$ cat src/rtl/mmap_timeout_guard.sv
// rtl/mmap_timeout_guard.sv - bus guard that aborts hung memory-mapped transactions after a cycle budget
module mmap_timeout_guard #(
  parameter int          TIMEOUT_CYCLES = 256,
  parameter logic [31:0] ERR_RDATA      = 32'hDEAD_BEEF
) (
  input  logic        clk_i,
  input  logic        rst_n_i,
  input  logic        up_valid_i,
  input  logic [31:0] up_addr_i,
  input  logic [31:0] up_wdata_i,
  input  logic [3:0]  up_wstrb_i,
  output logic [31:0] up_rdata_o,
  output logic        up_ready_o,
  output logic        mmap_valid_o,
  output logic [31:0] mmap_addr_o,
  output logic [31:0] mmap_wdata_o,
  output logic [3:0]  mmap_wstrb_o,
  input  logic [31:0] mmap_rdata_i,
  input  logic        mmap_ready_i,
  output logic        err_irq_o,
  output logic [31:0] err_addr_o,
  output logic [7:0]  err_cnt_o,
  input  logic        err_clr_i
);

  localparam logic [1:0] IDLE = 2'd0;
  localparam logic [1:0] REQ  = 2'd1;
  localparam logic [1:0] RESP = 2'd2;

  // Abort fires on the last budget cycle, so the 16-bit counter never wraps.
  localparam logic [15:0] LAST_CNT = 16'(TIMEOUT_CYCLES - 1);

  logic [1:0]  state;
  logic [15:0] wait_cnt;
  logic        timeout;

  assign mmap_valid_o = (state == REQ);
  assign up_ready_o   = (state == RESP);

  // A ready in the final budget cycle wins over the abort.
  assign timeout = (state == REQ) && !mmap_ready_i && (wait_cnt == LAST_CNT);

  // Request capture, wait counting and response selection.
  always_ff @(posedge clk_i) begin
    if (!rst_n_i) begin
      state        <= IDLE;
      wait_cnt     <= 16'd0;
      mmap_addr_o  <= 32'd0;
      mmap_wdata_o <= 32'd0;
      mmap_wstrb_o <= 4'd0;
      up_rdata_o   <= 32'd0;
    end else begin
      case (state)
        IDLE: begin
          if (up_valid_i) begin
            mmap_addr_o  <= up_addr_i;
            mmap_wdata_o <= up_wdata_i;
            mmap_wstrb_o <= up_wstrb_i;
            wait_cnt     <= 16'd0;
            state        <= REQ;
          end
        end
        REQ: begin
          if (mmap_ready_i) begin
            up_rdata_o <= mmap_rdata_i;
            state      <= RESP;
          end else if (timeout) begin
            up_rdata_o <= ERR_RDATA;
            state      <= RESP;
          end else begin
            wait_cnt <= wait_cnt + 16'd1;
          end
        end
        RESP:    state <= IDLE;
        default: state <= IDLE;
      endcase
    end
  end

  // Fault log: a timeout sets the flag even when a clear arrives in the same cycle.
  always_ff @(posedge clk_i) begin
    if (!rst_n_i) begin
      err_irq_o  <= 1'b0;
      err_addr_o <= 32'd0;
      err_cnt_o  <= 8'd0;
    end else if (timeout) begin
      err_irq_o  <= 1'b1;
      err_addr_o <= mmap_addr_o;
      if (err_clr_i)
        err_cnt_o <= 8'd1;
      else if (err_cnt_o != 8'hFF)
        err_cnt_o <= err_cnt_o + 8'd1;
    end else if (err_clr_i) begin
      err_irq_o <= 1'b0;
      err_cnt_o <= 8'd0;
    end
  end

endmodule
$ cat config.mk
export PLATFORM = sky130hd
export DESIGN_NAME = mmap_timeout_guard
export DESIGN_NICKNAME = d
export VERILOG_FILES = /design/src/rtl/mmap_timeout_guard.sv
export SDC_FILE = /design/constraint.sdc
export NUM_CORES = 1
export LEC_CHECK = 0
export ABC_AREA = 1
export BUFFER_PORTS_ARGS = -buffer_cell sky130_fd_sc_hd__buf_2
export CORE_UTILIZATION = 25
export CTS_CLUSTER_SIZE = 40
export DETAILED_ROUTE_END_ITERATION = 16
export GPL_TIMING_DRIVEN = 0
export HOLD_SLACK_MARGIN = 0.12
export SLEW_MARGIN = 20
export SYNTH_ARGS = -nofsm -noshare
export SYNTH_HDL_FRONTEND = slang
export SYNTH_SLANG_ARGS = --single-unit
$ cat constraint.sdc
create_clock -name clk_i -period 1.8 [get_ports clk_i]
set_clock_uncertainty 0.2 [all_clocks]
set_input_delay 0.18 -clock clk_i [delete_from_list [all_inputs] [get_ports clk_i]]
set_output_delay 0.18 -clock clk_i [all_outputs]
set_load 0.03 [all_outputs]
# [Word level (Yosys, flattened, before mapping)]
# Index checks and enable logic that the tools add are counted.
[totals] ff_bits=159 in_bits=105 out_inout_bits=143
[op_classes] addsub=2 eq_ne=8 n_reduce_logical=13 muxes=16
[op_table] op="$mux 32" count=2
[op_table] op="$mux 16" count=3
[op_table] op="$mux 8" count=4
[op_table] op="$pmux 16 s2" count=1
[op_table] op="$add 16x1->16 const B" count=1
[op_table] op="$eq 16x8->1 const B" count=1
[op_table] op="$add 8x1->8 const B" count=1
[op_table] op="$ne 8x8->1 const B" count=1
[op_table] op="$reduce_and 2->1" count=4
[op_table] op="$reduce_bool 2->1" count=4
[op_table] op="$mux 2" count=3
[op_table] op="$ne 2x2->1 const B" count=3
[op_table] op="$pmux 2 s2" count=1
[op_table] op="$reduce_and 4->1" count=1
[op_table] op="$ne 3x1->1 const B" count=1
[op_table] op="$eq 2x1->1 const B" count=1
[op_table] op="$eq 2x2->1 const B" count=1
[op_table] op="$logic_and 1x1->1" count=2
[op_table] op="$logic_not 2->1" count=1
[op_table] op="$mux 1" count=2
[op_table] op="$logic_not 1->1" count=1

# [Depth between registers and ports, before layout]
# Gate-level depths: netlist (run 1).
[depth] ltp_word=6 ltp_mapped=13 depth_no_buf=12

# [Worst setup path after synthesis (run 1)]
# No wires, ideal clock.
[synth_path] path_kind="register to register" startpoint="reg err_cnt_o[1]" endpoint="reg err_cnt_o[0]" slack_ps=-149 stages_incl_launch_ff=8 t_arrival_ps=1622 synth_period_minus_slack_ps=1949 n_path_buf=0 cell_sequence="dfxtp_1 ha_1 nand2_1 nor2_1 nand3_1 nand4_1 xnor2_1 nor2_1"
[synth_between] elab_chain_len=3
[synth_rtl] element="start, declared" line="22" rtl="output logic [7:0] err_cnt_o,"
[synth_rtl] element="start signal, assigned" line="92" rtl="err_cnt_o <= err_cnt_o + 8'd1;"
[synth_rtl] element="$ne 8x8->1" line="91" rtl="else if (err_cnt_o != 8'hFF)"
[synth_rtl] element="$reduce_bool 2->1 (no line)"
[synth_rtl] element="$reduce_and 2->1 (no line)"
# No other way between the ends.
# A chain may end at the register's enable or synchronous reset.

# [Worst setup path in the final report (run 1)]
[layout_path] startpoint="reg wait_cnt[0]" endpoint="reg up_rdata_o[20]"
[layout_between] elab_chain_len=4
[layout_rtl] element="start, declared" line="34" rtl="logic [15:0] wait_cnt;"
[layout_rtl] element="start signal, assigned" line="71" rtl="wait_cnt <= wait_cnt + 16'd1;"
[layout_rtl] element="$eq 16x8->1" line="41" rtl="assign timeout = (state == REQ) && !mmap_ready_i && (wait_cnt == LAST_CNT);"
[layout_rtl] element="$logic_and 1x1->1" line="41"
[layout_rtl] element="$reduce_bool 2->1 (no line)"
[layout_rtl] element="$reduce_and 2->1 (no line)"
[layout_rtl] element="end signal, assigned" line="65" rtl="up_rdata_o <= mmap_rdata_i;"
[layout_rtl] element="end, declared" line="12" rtl="output logic [31:0] up_rdata_o,"
# No other way between the ends.

==> metrics.md, run 1 <==
| Metric | Value |
|---|---|
| R2R Path Start | wait_cnt[0] |
| Area growth from synthesis to layout | 67.05% |
| CP Launch Type | register |
| Max_slew headroom | 0.4832 |
| Met3 Use GR | 0.05335 |
| Placed Cells | 1403 |
| Dpl ws | -0.3589 ns |
| Worst Hold Class | in -> reg |
| GPL Wtd Cong | 0.7836 |
| Status | finished, violations left |
| Max_cap viols | 0 |
| Initial antenna violation count | 2 |
| Post-detail-place hpwl | 14880 um |
| Arrival @ worst endpoint | 2.01 ns |
| Core area | 23750 um^2 |
| Cells after Synth | 837 |
| #FFs+latches synth | 159 |
| Crit share post-route | 1.067 |
| Final ANT Viol Nets | 0 |
| Layout cells sized above 1 | 0.3312 |
| First-pass GRT wire length | 32820 um |
| Synth unique cells | 25 |
| GRT busiest layer | met2 |
| Insertion delay to the later sink of the worst-skew pair | 0.43 ns |
| Die Span X | 158.5 um |
| I/O pin count | 248 |
| Post-DP Area | 7762 um^2 |
| Max IR drop VDD | 0.0005080 V |
| Pin count of the biggest net entering global routing | 17 |
| Final hold vios | 0 |
| Die Ht | 158.5 um |
| Detailed Route WL | 22390 um |
| Worst-path clk slew | 0.07 ns |
| DRC viols | 0 |
| Count of final setup violators | 79 |
| Worst hold start | up_valid_i |
| Worst path max stage delay | 0.35 ns |
| Initial DRC count | 357 |
| CP Class | reg -> reg |
| Ys Warns | 0 |
| Required @ worst endpoint | 1.89 ns |
| Critical path endpoint category | register |
| Clock Path Buffers | 2 |
| Final Max Tran Viols | 0 |
| Critical Path Source | wait_cnt[0] |
| Sink Count | 159 |
| Met1 usage | 0.1931 |
| Final setup margin | -0.1210 ns |
| Clock root cell | clkbuf_16 |
| Post-layout min period | 1.921 ns |
| Rows | 56 |
| Via count | 6861 |
| Worst-path cell chain | ha_4 > nand2_4 > inv_2 > nand2_2 > nor2_4 > nand3_4 > buf_6 > nand2_8 > inv_8 > clkbuf_16 > nand2_1 > a21oi_1 |
| Post-Syn Nets | 944 |
| Via density | 4.367 |
| Failing checks | negative setup slack |
| Power Density | 889.0 nW/um^2 |
| Leak pwr | 0.004741 uW |
| CTS H-tree lvls | 4 |
| Fmax | 520.6 MHz |
| Gr usage total | 0.1712 |
| CTS tree | yes |
| Aggregate global routing overflow | 0 |
| Final-stage net count | 1345 |
| DRT Pass-1 Iters | 6 |
| Seq/Total Area, Yosys | 0.5199 |
| Pwr Total | 9092 uW |
| CP Max Fanout | 8 |
| Syn avg cell area | 7.314 um^2 |
| CTS Buf Count | 17 |
| Die area | 25120 um^2 |
| Slowest cell on the critical path | dfxtp_2 |
| Hold Slack | 0.1351 ns |
| Slew @ Worst Pin | 0.7752 ns |
| Initial Util | 0.2577 |
| RSZ-0062 raised after global routing | yes |
| Syn Std Cell Area | 6122 um^2 |
| IO Port Bufs | 247 |
| Non-Filler Instances | 1571 |
| Fin area | 10230 um^2 |
| Number of global-route vias before repair | 6506 |
| DR WL/cell | 14.25 um |
| Met2 usage | 0.3056 |
-- cells in the mapped netlist (all sizes together) --
| master | n | area share |
|---|---|---|
| ha | 2 | 0.0041 |
| dfxtp | 159 | 0.52 |
| nand3 | 24 | 0.022 |
| buf | 13 | 0.016 |
| a21o | 1 | 0.0012 |
| nand4 | 4 | 0.0041 |
| nand3b | 1 | 0.0012 |
| o21a | 1 | 0.0012 |
| xnor2 | 2 | 0.0029 |
| nor2 | 195 | 0.12 |
| nor3 | 2 | 0.0016 |
| o21ai | 100 | 0.082 |
| a21oi | 76 | 0.062 |
| inv | 48 | 0.029 |
| clkbuf | 31 | 0.019 |
| nand2 | 178 | 0.11 |
-- registers in the layout, indices dropped and copies added (netlist names) --
register      cells
err_addr_o       32
mmap_addr_o      32
mmap_wdata_o     32
up_rdata_o       32
wait_cnt         16
err_cnt_o         8
mmap_wstrb_o      4
state             2
err_irq_o         1
-- metrics by stage --
stage	TNS, ns	util
2_1_floorplan	0	-
3_3_place_gp	-21.39	0.3268
3_5_place_dp	-21.66	0.3268
4_1_cts	-1.045	0.4150
5_1_grt	-12.90	0.4306
6_report	-5.137	0.4306
-- final cells by class --
cell class | count | area [um^2]
timing repair buffer | 382 | 2688
sequential | 159 | 3192
multi-input combinational | 586 | 2829
buffer | 44 | 307.8
inverter | 48 | 202.7
fill | 2392 | 13530
antenna | 2 | 5.005
tap | 319 | 399.1
clock inverter | 14 | 178.9
clock buffer | 17 | 425.4
-- cell families (layout without fill, tap and decap cells) --
logic type / Yosys count / after routing / share of synthesized area
and+or+nand+nor: 404 / 404 / 0.2622
adders and majority gates: 2 / 2 / 0.004087
xor gates and xnor gates: 2 / 2 / 0.002862
DFF: 159 / 159 / 0.5199
buffers and inverters: 92 / 505 / 0.06458
other: 0 / 2 / 0
AOI/OAI and AO/OA: 178 / 178 / 0.1463
-- where the power goes --
| part | switching [uW] | internal, uW | total [uW] |
|---|---|---|---|
| logic | 896 | 570 | 1470 |
| clock network | 1610 | 2200 | 3810 |
| registers | 120 | 3690 | 3810 |
-- final timing paths --
kind / slack, ns / endpoint / depth (start not counted)
worst max-delay path: -0.12 / up_rdata_o[20] / 12
worst min register to register: 0.26 / err_addr_o[1] / 2
worst min-delay path: 0.14 / wait_cnt[1] / 5
worst max register to register: -0.12 / up_rdata_o[20] / 12
-- critical path, delay by kind of cell, from the launching register on --
family          cells  cell delay, ns
compound gates      1            0.06
fa+ha+maj           1            0.15
buf+inv             4            0.43
flops               1            0.35
simple gates        6            0.58
-- layer usage --
metal	wire, um	part of all wire	vias up
met1	9494	0.42	3156
li1	-	-	3476
met4	366	0.016	0
met5	0	0	-
met2	11230	0.50	200
met3	1293	0.058	29
-- placed cells by master (no fill, tap or decap), drive strengths merged --
cell type and instances:
dlygate4sd3 103, dfxtp 159, nand2 178, a21o 1
nand3 24, nand4 4, nor2 195, inv 53
nor3 2, nand3b 1, o21a 1, a21oi 76
xnor2 2, clkinvlp 2, clkinv 4, clkbuf 50
ha 2, bufinv 3, diode 2, buf 290
o21ai 100
-- what timing repair did --
item | in CTS | in global routing
endpoints found under the setup margin | 111 | 151
hold endpoints to repair | 115 | 0
buffers inserted | 18 | 8
pin swaps | 10 | 16
cloned | 3 | 4
resized for setup | 62 | 89
hold buffers | 103 | 0
No activity file was read; power rests on OpenSTA's default activity.
==> run 2: changes to the inputs <==
--- a/config.mk
+++ b/config.mk
@@ -7,11 +7,12 @@
 export LEC_CHECK = 0
 export ABC_AREA = 1
 export BUFFER_PORTS_ARGS = -buffer_cell sky130_fd_sc_hd__buf_2
-export CORE_UTILIZATION = 25
+export CORE_UTILIZATION = 43
 export CTS_CLUSTER_SIZE = 40
 export DETAILED_ROUTE_END_ITERATION = 16
 export GPL_TIMING_DRIVEN = 0
 export HOLD_SLACK_MARGIN = 0.12
+export PLACE_DENSITY = 0.75
 export SLEW_MARGIN = 20
 export SYNTH_ARGS = -nofsm -noshare
 export SYNTH_HDL_FRONTEND = slang
==> metrics.md, run 2 (synthesized netlist as in run 1, its figures left out) <==
| Metric | Value |
|---|---|
| Final-stage net count | 1343 (-0.15%) |
| Die Ht | 121.3 um (-23%) |
| Layout cells sized above 1 | 0.3429 (+0.01175) |
| CP Launch Type | register |
| CTS Buf Count | 17 (unchanged) |
| First-pass GRT wire length | 33820 um (+3.0%) |
| Aggregate global routing overflow | 0 (unchanged) |
| Pin count of the biggest net entering global routing | 17 (unchanged) |
| CTS H-tree lvls | 4 (unchanged) |
| Slew @ Worst Pin | 0.6586 ns (-0.1166 ns) |
| Gr usage total | 0.2930 (+0.1218) |
| Die area | 14720 um^2 (-41%) |
| Core area | 13880 um^2 (-42%) |
| Initial Util | 0.4410 (+0.1833) |
| Count of final setup violators | 79 (unchanged) |
| Gate power share | 0.175 (+0.014) |
| Max IR drop VDD | 0.0008461 V (+67%) |
| Post-layout util | 0.7230 (+0.2924) |
| Worst-path clk slew | 0.07 ns (about the same) |
| GPL Wtd Cong | 0.8820 (+13%) |
| Post-detail-place hpwl | 13130 um (-12%) |
| Most frequent cells in the layout | buf_2, nor2_1, dfxtp_1, nand2_1, dlygate4sd3_1 |
| Net Sw Frac | 0.2943 (+0.005635) |
| Initial DRC count | 462 (+29%) |
| Critical path endpoint category | register |
| Post-layout min period | 1.933 ns (+0.01243 ns) |
| CP Class | reg -> reg |
| Flop pwr share | 0.432 (+0.012) |
| Die Span X | 121.3 um (-23%) |
| Failing checks | negative setup slack |
| Final ANT Viol Nets | 0 (unchanged) |
| Area growth from synthesis to layout | 63.93% |
| Initial antenna violation count | 1 (-1) |
| Placed Cells | 1264 (-9.9%) |
| IO Port Bufs | 247 (unchanged) |
| Non-Filler Instances | 1429 (-9.0%) |
| CTS tree | yes |
| I/O pin count | 248 (unchanged) |
| Number of global-route vias before repair | 7005 (+7.7%) |
| CP Max Fanout | 5 (-3) |
| DR WL/cell | 16.00 um (+12%) |
| Power Density | 881.0 nW/um^2 (-0.90%) |
| Rows | 43 (-23%) |
| Worst Hold Class | in -> reg |
| Final hold vios | 0 (unchanged) |
| Fmax | 517.2 MHz (-0.64%) |
| Final Max Tran Viols | 0 (unchanged) |
| Via count | 7306 (+6.5%) |
| Pint | 6240 uW (-3.5%) |
| Fin area | 10040 um^2 (-1.9%) |
| Crit share post-route | 1.074 (+0.006904) |
| Via density | 5.113 (+17%) |
| DRC viols | 0 (unchanged) |
| Sink Count | 159 (unchanged) |
| Clock share of power | 0.393 (-0.026) |
| Arrival @ worst endpoint | 2.08 ns (+0.07 ns) |
| Detailed Route WL | 22860 um (+2.1%) |
| Psw | 2602 uW (-0.86%) |
| Insertion delay to the later sink of the worst-skew pair | 0.42 ns (about the same) |
| Final setup margin | -0.1334 ns (-0.01243 ns) |
| Required @ worst endpoint | 1.95 ns (+0.06 ns) |
| Commonest non-fill, non-tap cell in the layout | buf_2 |
| Max_cap viols | 0 (unchanged) |
| Pwr Total | 8842 uW (-2.8%) |
| Clock Path Buffers | 2 (unchanged) |
| Leak pwr | 0.004678 uW (-1.3%) |
| DRT Pass-1 Iters | 5 (-1) |
| Max_slew headroom | 0.5610 (+0.07775) |
| Clock root cell | clkbuf_16 |
| RSZ-0062 raised after global routing | yes |
| Post-DP Area | 7589 um^2 (-2.2%) |
| Status | finished, violations left |
-- run 2: cell count changes in the layout (fill, tap and decap cells not counted), sizes merged --
cell / previous run / this run
buf: 290 / 278
nand3: 24 / 25
dlygate4sd3: 103 / 107
bufinv: 3 / 1
clkbuf: 50 / 57
inv: 53 / 50
clkinv: 4 / 6
diode: 2 / 1
clkinvlp: 2 / 3
-- run 2: final timing paths --
kind / start / endpoint / slack, ns / cells past startpoint
worst max-delay path: wait_cnt[1] / err_addr_o[15] / -0.13 / 11
worst max register to register: wait_cnt[1] / err_addr_o[15] / -0.13 / 11
worst min-delay path: up_valid_i / wait_cnt[1] / 0.14 / 5
worst min register to register: up_rdata_o[27] / up_rdata_o[27] / 0.26 / 2
-- run 2: layout make-up --
class                   instances  area, um^2
diodes                          1       2.502
plain buffers                  44       277.8
clock buffers                  20       446.7
clock inverters                11       108.9
fillers                      1027        3845
inverters                      48       200.2
multi-input cells             587        2953
flip-flops and latches        159        3194
well taps                     180       225.2
repair buffers                378        2611
repair inverters                1       16.27
-- run 2: what timing repair did --
item,4_1_cts,5_1_grt
pin swaps,10,27
resized for setup,56,125
endpoints found under the setup margin,90,138
buffers inserted,9,8
hold endpoints to repair,113,0
hold buffers,107,0
gates cloned,3,6
-- run 2: power groups by stage --
stage	Combinational [uW]	Clock, uW	Sequential, uW
6_report	1550	3470	3820
5_1_grt	1650	3620	3840
4_1_cts	1390	3470	3800
3_5_place_dp	1160	0	3870
3_3_place_gp	1150	0	3870
2_1_floorplan	405	0	4200
-- run 2: stage by stage --
step / TNS, ns / setup WS [ns] / hold slack (ns)
floorplan: 0 / 0.02442 / 0.1283
global placement: -15.70 / -0.2613 / 0.2283
detailed placement: -16.57 / -0.2787 / 0.2350
CTS: -1.037 / -0.04120 / 0.1483
global route: -11.69 / -0.1979 / 0.1597
finish: -6.138 / -0.1334 / 0.1383
-- run 2: worst max-delay path, stage by stage (launching register included) --
cell,delay (ns)
dfxtp_2,0.36
ha_4,0.16
nand2_4,0.05
inv_2,0.06
nand2_2,0.05
nor2_4,0.21
nand3_4,0.18
buf_12,0.20
clkinv_8,0.07
clkbuf_16,0.15
nand2_4,0.04
a21oi_2,0.13
-- run 2: layer usage --
layer,vias to the layer above,wire length [um],GRT usage
li1,3485,-,-
met1,3372,8673,0.3272
met2,379,11790,0.5153
met3,70,1664,0.08412
met4,0,736,0.1250
met5,-,0,0
==> run 3: changes to the inputs <==
--- a/config.mk
+++ b/config.mk
@@ -7,7 +7,9 @@
 export LEC_CHECK = 0
 export ABC_AREA = 1
 export BUFFER_PORTS_ARGS = -buffer_cell sky130_fd_sc_hd__buf_2
+export CORE_MARGIN = 2
 export CORE_UTILIZATION = 43
+export CTS_CLUSTER_DIAMETER = 150
 export CTS_CLUSTER_SIZE = 40
 export DETAILED_ROUTE_END_ITERATION = 16
 export GPL_TIMING_DRIVEN = 0
==> metrics.md, run 3 (synthesized netlist as in run 1, its figures left out) <==
| Metric | Value |
|---|---|
| Clock Path Buffers | 2 (unchanged) |
| CTS H-tree lvls | 4 (unchanged) |
| GPL Wtd Cong | 0.8818 (about the same) |
| Post-layout min period | 1.878 ns (-0.05536 ns) |
| Area growth from synthesis to layout | 64.54% |
| Initial antenna violation count | 0 (-1) |
| Failing checks | negative setup slack |
| CP Class | reg -> reg |
| Max_cap viols | 0 (unchanged) |
| Post-detail-place hpwl | 13520 um (+3.0%) |
| Clock share of power | 0.420 (+0.027) |
| Gate power share | 0.165 (-0.010) |
| Worst path max stage delay | 0.37 ns (about the same) |
| Via density | 5.085 (-0.54%) |
| Initial DRC count | 454 (-1.7%) |
| IO Port Bufs | 247 (unchanged) |
| Final-stage net count | 1339 (-0.30%) |
| CP Launch Type | register |
| Crit path max-delay family | simple AND/OR/NAND/NOR gates |
| Sink Count | 159 (unchanged) |
| Core area | 13880 um^2 (unchanged) |
| Final Max Tran Viols | 0 (unchanged) |
| First-pass GRT wire length | 32670 um (-3.4%) |
| FILL cells | 983 (-4.3%) |
| # diodes | 0 (-1) |
| Final ANT Viol Nets | 0 (unchanged) |
| Crit share post-route | 1.043 (-0.03075) |
| Required @ worst endpoint | 1.95 ns (about the same) |
| Most frequent cells in the layout | buf_2, nor2_1, dfxtp_1, nand2_1, dlygate4sd3_1 |
| Net Sw Frac | 0.2752 (-0.01909) |
| Slew @ Worst Pin | 0.7004 ns (+0.04185 ns) |
| CTS Buf Count | 17 (unchanged) |
| CP Max Fanout | 6 (+1) |
| Die Span X | 123.3 um (+1.6%) |
| Leak pwr | 0.004742 uW (+1.4%) |
| DRT Pass-1 Iters | 5 (unchanged) |
| Detailed Route WL | 22710 um (-0.67%) |
| I/O pin count | 248 (unchanged) |
| Psw | 2530 uW (-2.8%) |
| Via count | 7246 (-0.82%) |
| Pin count of the biggest net entering global routing | 17 (unchanged) |
| Worst-path cell chain | ha_4 > nand2_4 > inv_4 > nand2_4 > nor2_4 > nand3_4 > buf_12 > inv_16 > buf_8 > nand2_4 > a21oi_2 |
| Max IR drop VDD | 0.0007879 V (-6.9%) |
| Worst-path clk slew | 0.06 ns (about the same) |
| Die area | 15210 um^2 (+3.3%) |
| Arrival @ worst endpoint | 2.03 ns (-0.05 ns) |
| WP buf/inv | 4 (unchanged) |
| Rows | 43 (unchanged) |
| Die Ht | 123.3 um (+1.6%) |
| Insertion delay to the later sink of the worst-skew pair | 0.43 ns (about the same) |
| Pint | 6664 uW (+6.8%) |
| RSZ-0062 raised after global routing | yes |
| Initial Util | 0.4410 (unchanged) |
| Pwr Total | 9194 uW (+4.0%) |
| Max_slew headroom | 0.5331 (-0.02790) |
| Count of final setup violators | 55 (-30%) |
| Final setup margin | -0.07808 ns (+0.05536 ns) |
| Slowest cell on the critical path | dfxtp_4 |
| CTS tree | yes |
| Fmax | 532.5 MHz (+2.9%) |
| Flop pwr share | 0.415 (-0.017) |
| Critical path endpoint category | register |
| Final hold vios | 0 (unchanged) |
| Status | finished, violations left |
| Worst Hold Class | in -> reg |
| Layout cells sized above 1 | 0.3341 (-0.008812) |
| Aggregate global routing overflow | 0 (unchanged) |
| Placed Cells | 1264 (unchanged) |
| Commonest non-fill, non-tap cell in the layout | buf_2 |
| Most used cell, CP | nand2_4 |
| Clock root cell | clkbuf_16 |
| Power Density | 912.7 nW/um^2 (+3.6%) |
| DR WL/cell | 15.93 um (-0.39%) |
| Gr usage total | 0.2771 (-0.01583) |
| Non-Filler Instances | 1425 (-0.28%) |
| DRC viols | 0 (unchanged) |
| Number of global-route vias before repair | 6758 (-3.5%) |
-- run 3: power groups by stage --
stage / Sequential, uW / Clock, uW / Combinational (uW)
finish: 3820 / 3860 / 1510
global route: 3830 / 4010 / 1620
CTS: 3800 / 3860 / 1370
detailed placement: 3870 / 0 / 1160
global placement: 3870 / 0 / 1160
floorplan: 4200 / 0 / 405
-- run 3: path summary, 6_finish.rpt --
path	start	cells after the start	to	slack, ns
setup reg to reg	wait_cnt[1]	11	err_addr_o[8]	-0.08
setup / recovery	wait_cnt[1]	11	err_addr_o[8]	-0.08
hold / removal	up_valid_i	5	wait_cnt[1]	0.15
hold reg to reg	up_rdata_o[29]	2	up_rdata_o[29]	0.26
-- run 3: timing repair --
| action | in CTS | in global routing |
|---|---|---|
| setup endpoints to repair | 106 | 145 |
| endpoints found under the hold margin | 117 | 0 |
| pin swaps | 4 | 34 |
| hold buffers | 107 | 0 |
| setup buffers | 6 | 9 |
| resized for setup | 36 | 149 |
| cloned | 1 | 6 |
-- run 3: stage by stage --
step,hold WS (ns),TNS (ns),setup WS (ns),area [um^2],util
global route,0.1707,-6.726,-0.1576,10070,0.7257
floorplan,0.1283,0,0.02442,6127,-
finish,0.1460,-1.972,-0.07808,10070,0.7257
detailed placement,0.2355,-16.13,-0.2683,7589,0.5467
global placement,0.2270,-15.24,-0.2557,7589,0.5467
CTS,0.1316,-0.9040,-0.05357,9448,0.6806
-- run 3: tightest hold or removal path: cells and delay by family --
family | cells | cell delay, ns
AOI/OAI and AO/OA | 1 | 0.05
buffers and inverters | 2 | 0.30
and+or+nand+nor | 2 | 0.20
-- run 3: routing by layer --
layer  up-vias  wire length, um  GRT usage
li1       3469                -          -
met1      3368             8576     0.3033
met2       330            11460     0.4794
met3        79             1830    0.08948
met4         0              837     0.1399
met5         -                0          0
-- run 3: layout make-up --
cell class | instances | area, um^2 | area share
repair buffers | 374 | 2564 | 0.2545
clock inverters | 10 | 158.9 | 0.01577
plain buffers | 44 | 317.8 | 0.03155
repair inverters | 1 | 16.27 | 0.001615
clock buffers | 22 | 464.2 | 0.04608
multi-input cells | 587 | 2932 | 0.2910
inverters | 48 | 201.4 | 0.02000
flip-flops and latches | 159 | 3194 | 0.3171
well taps | 180 | 225.2 | 0.02236
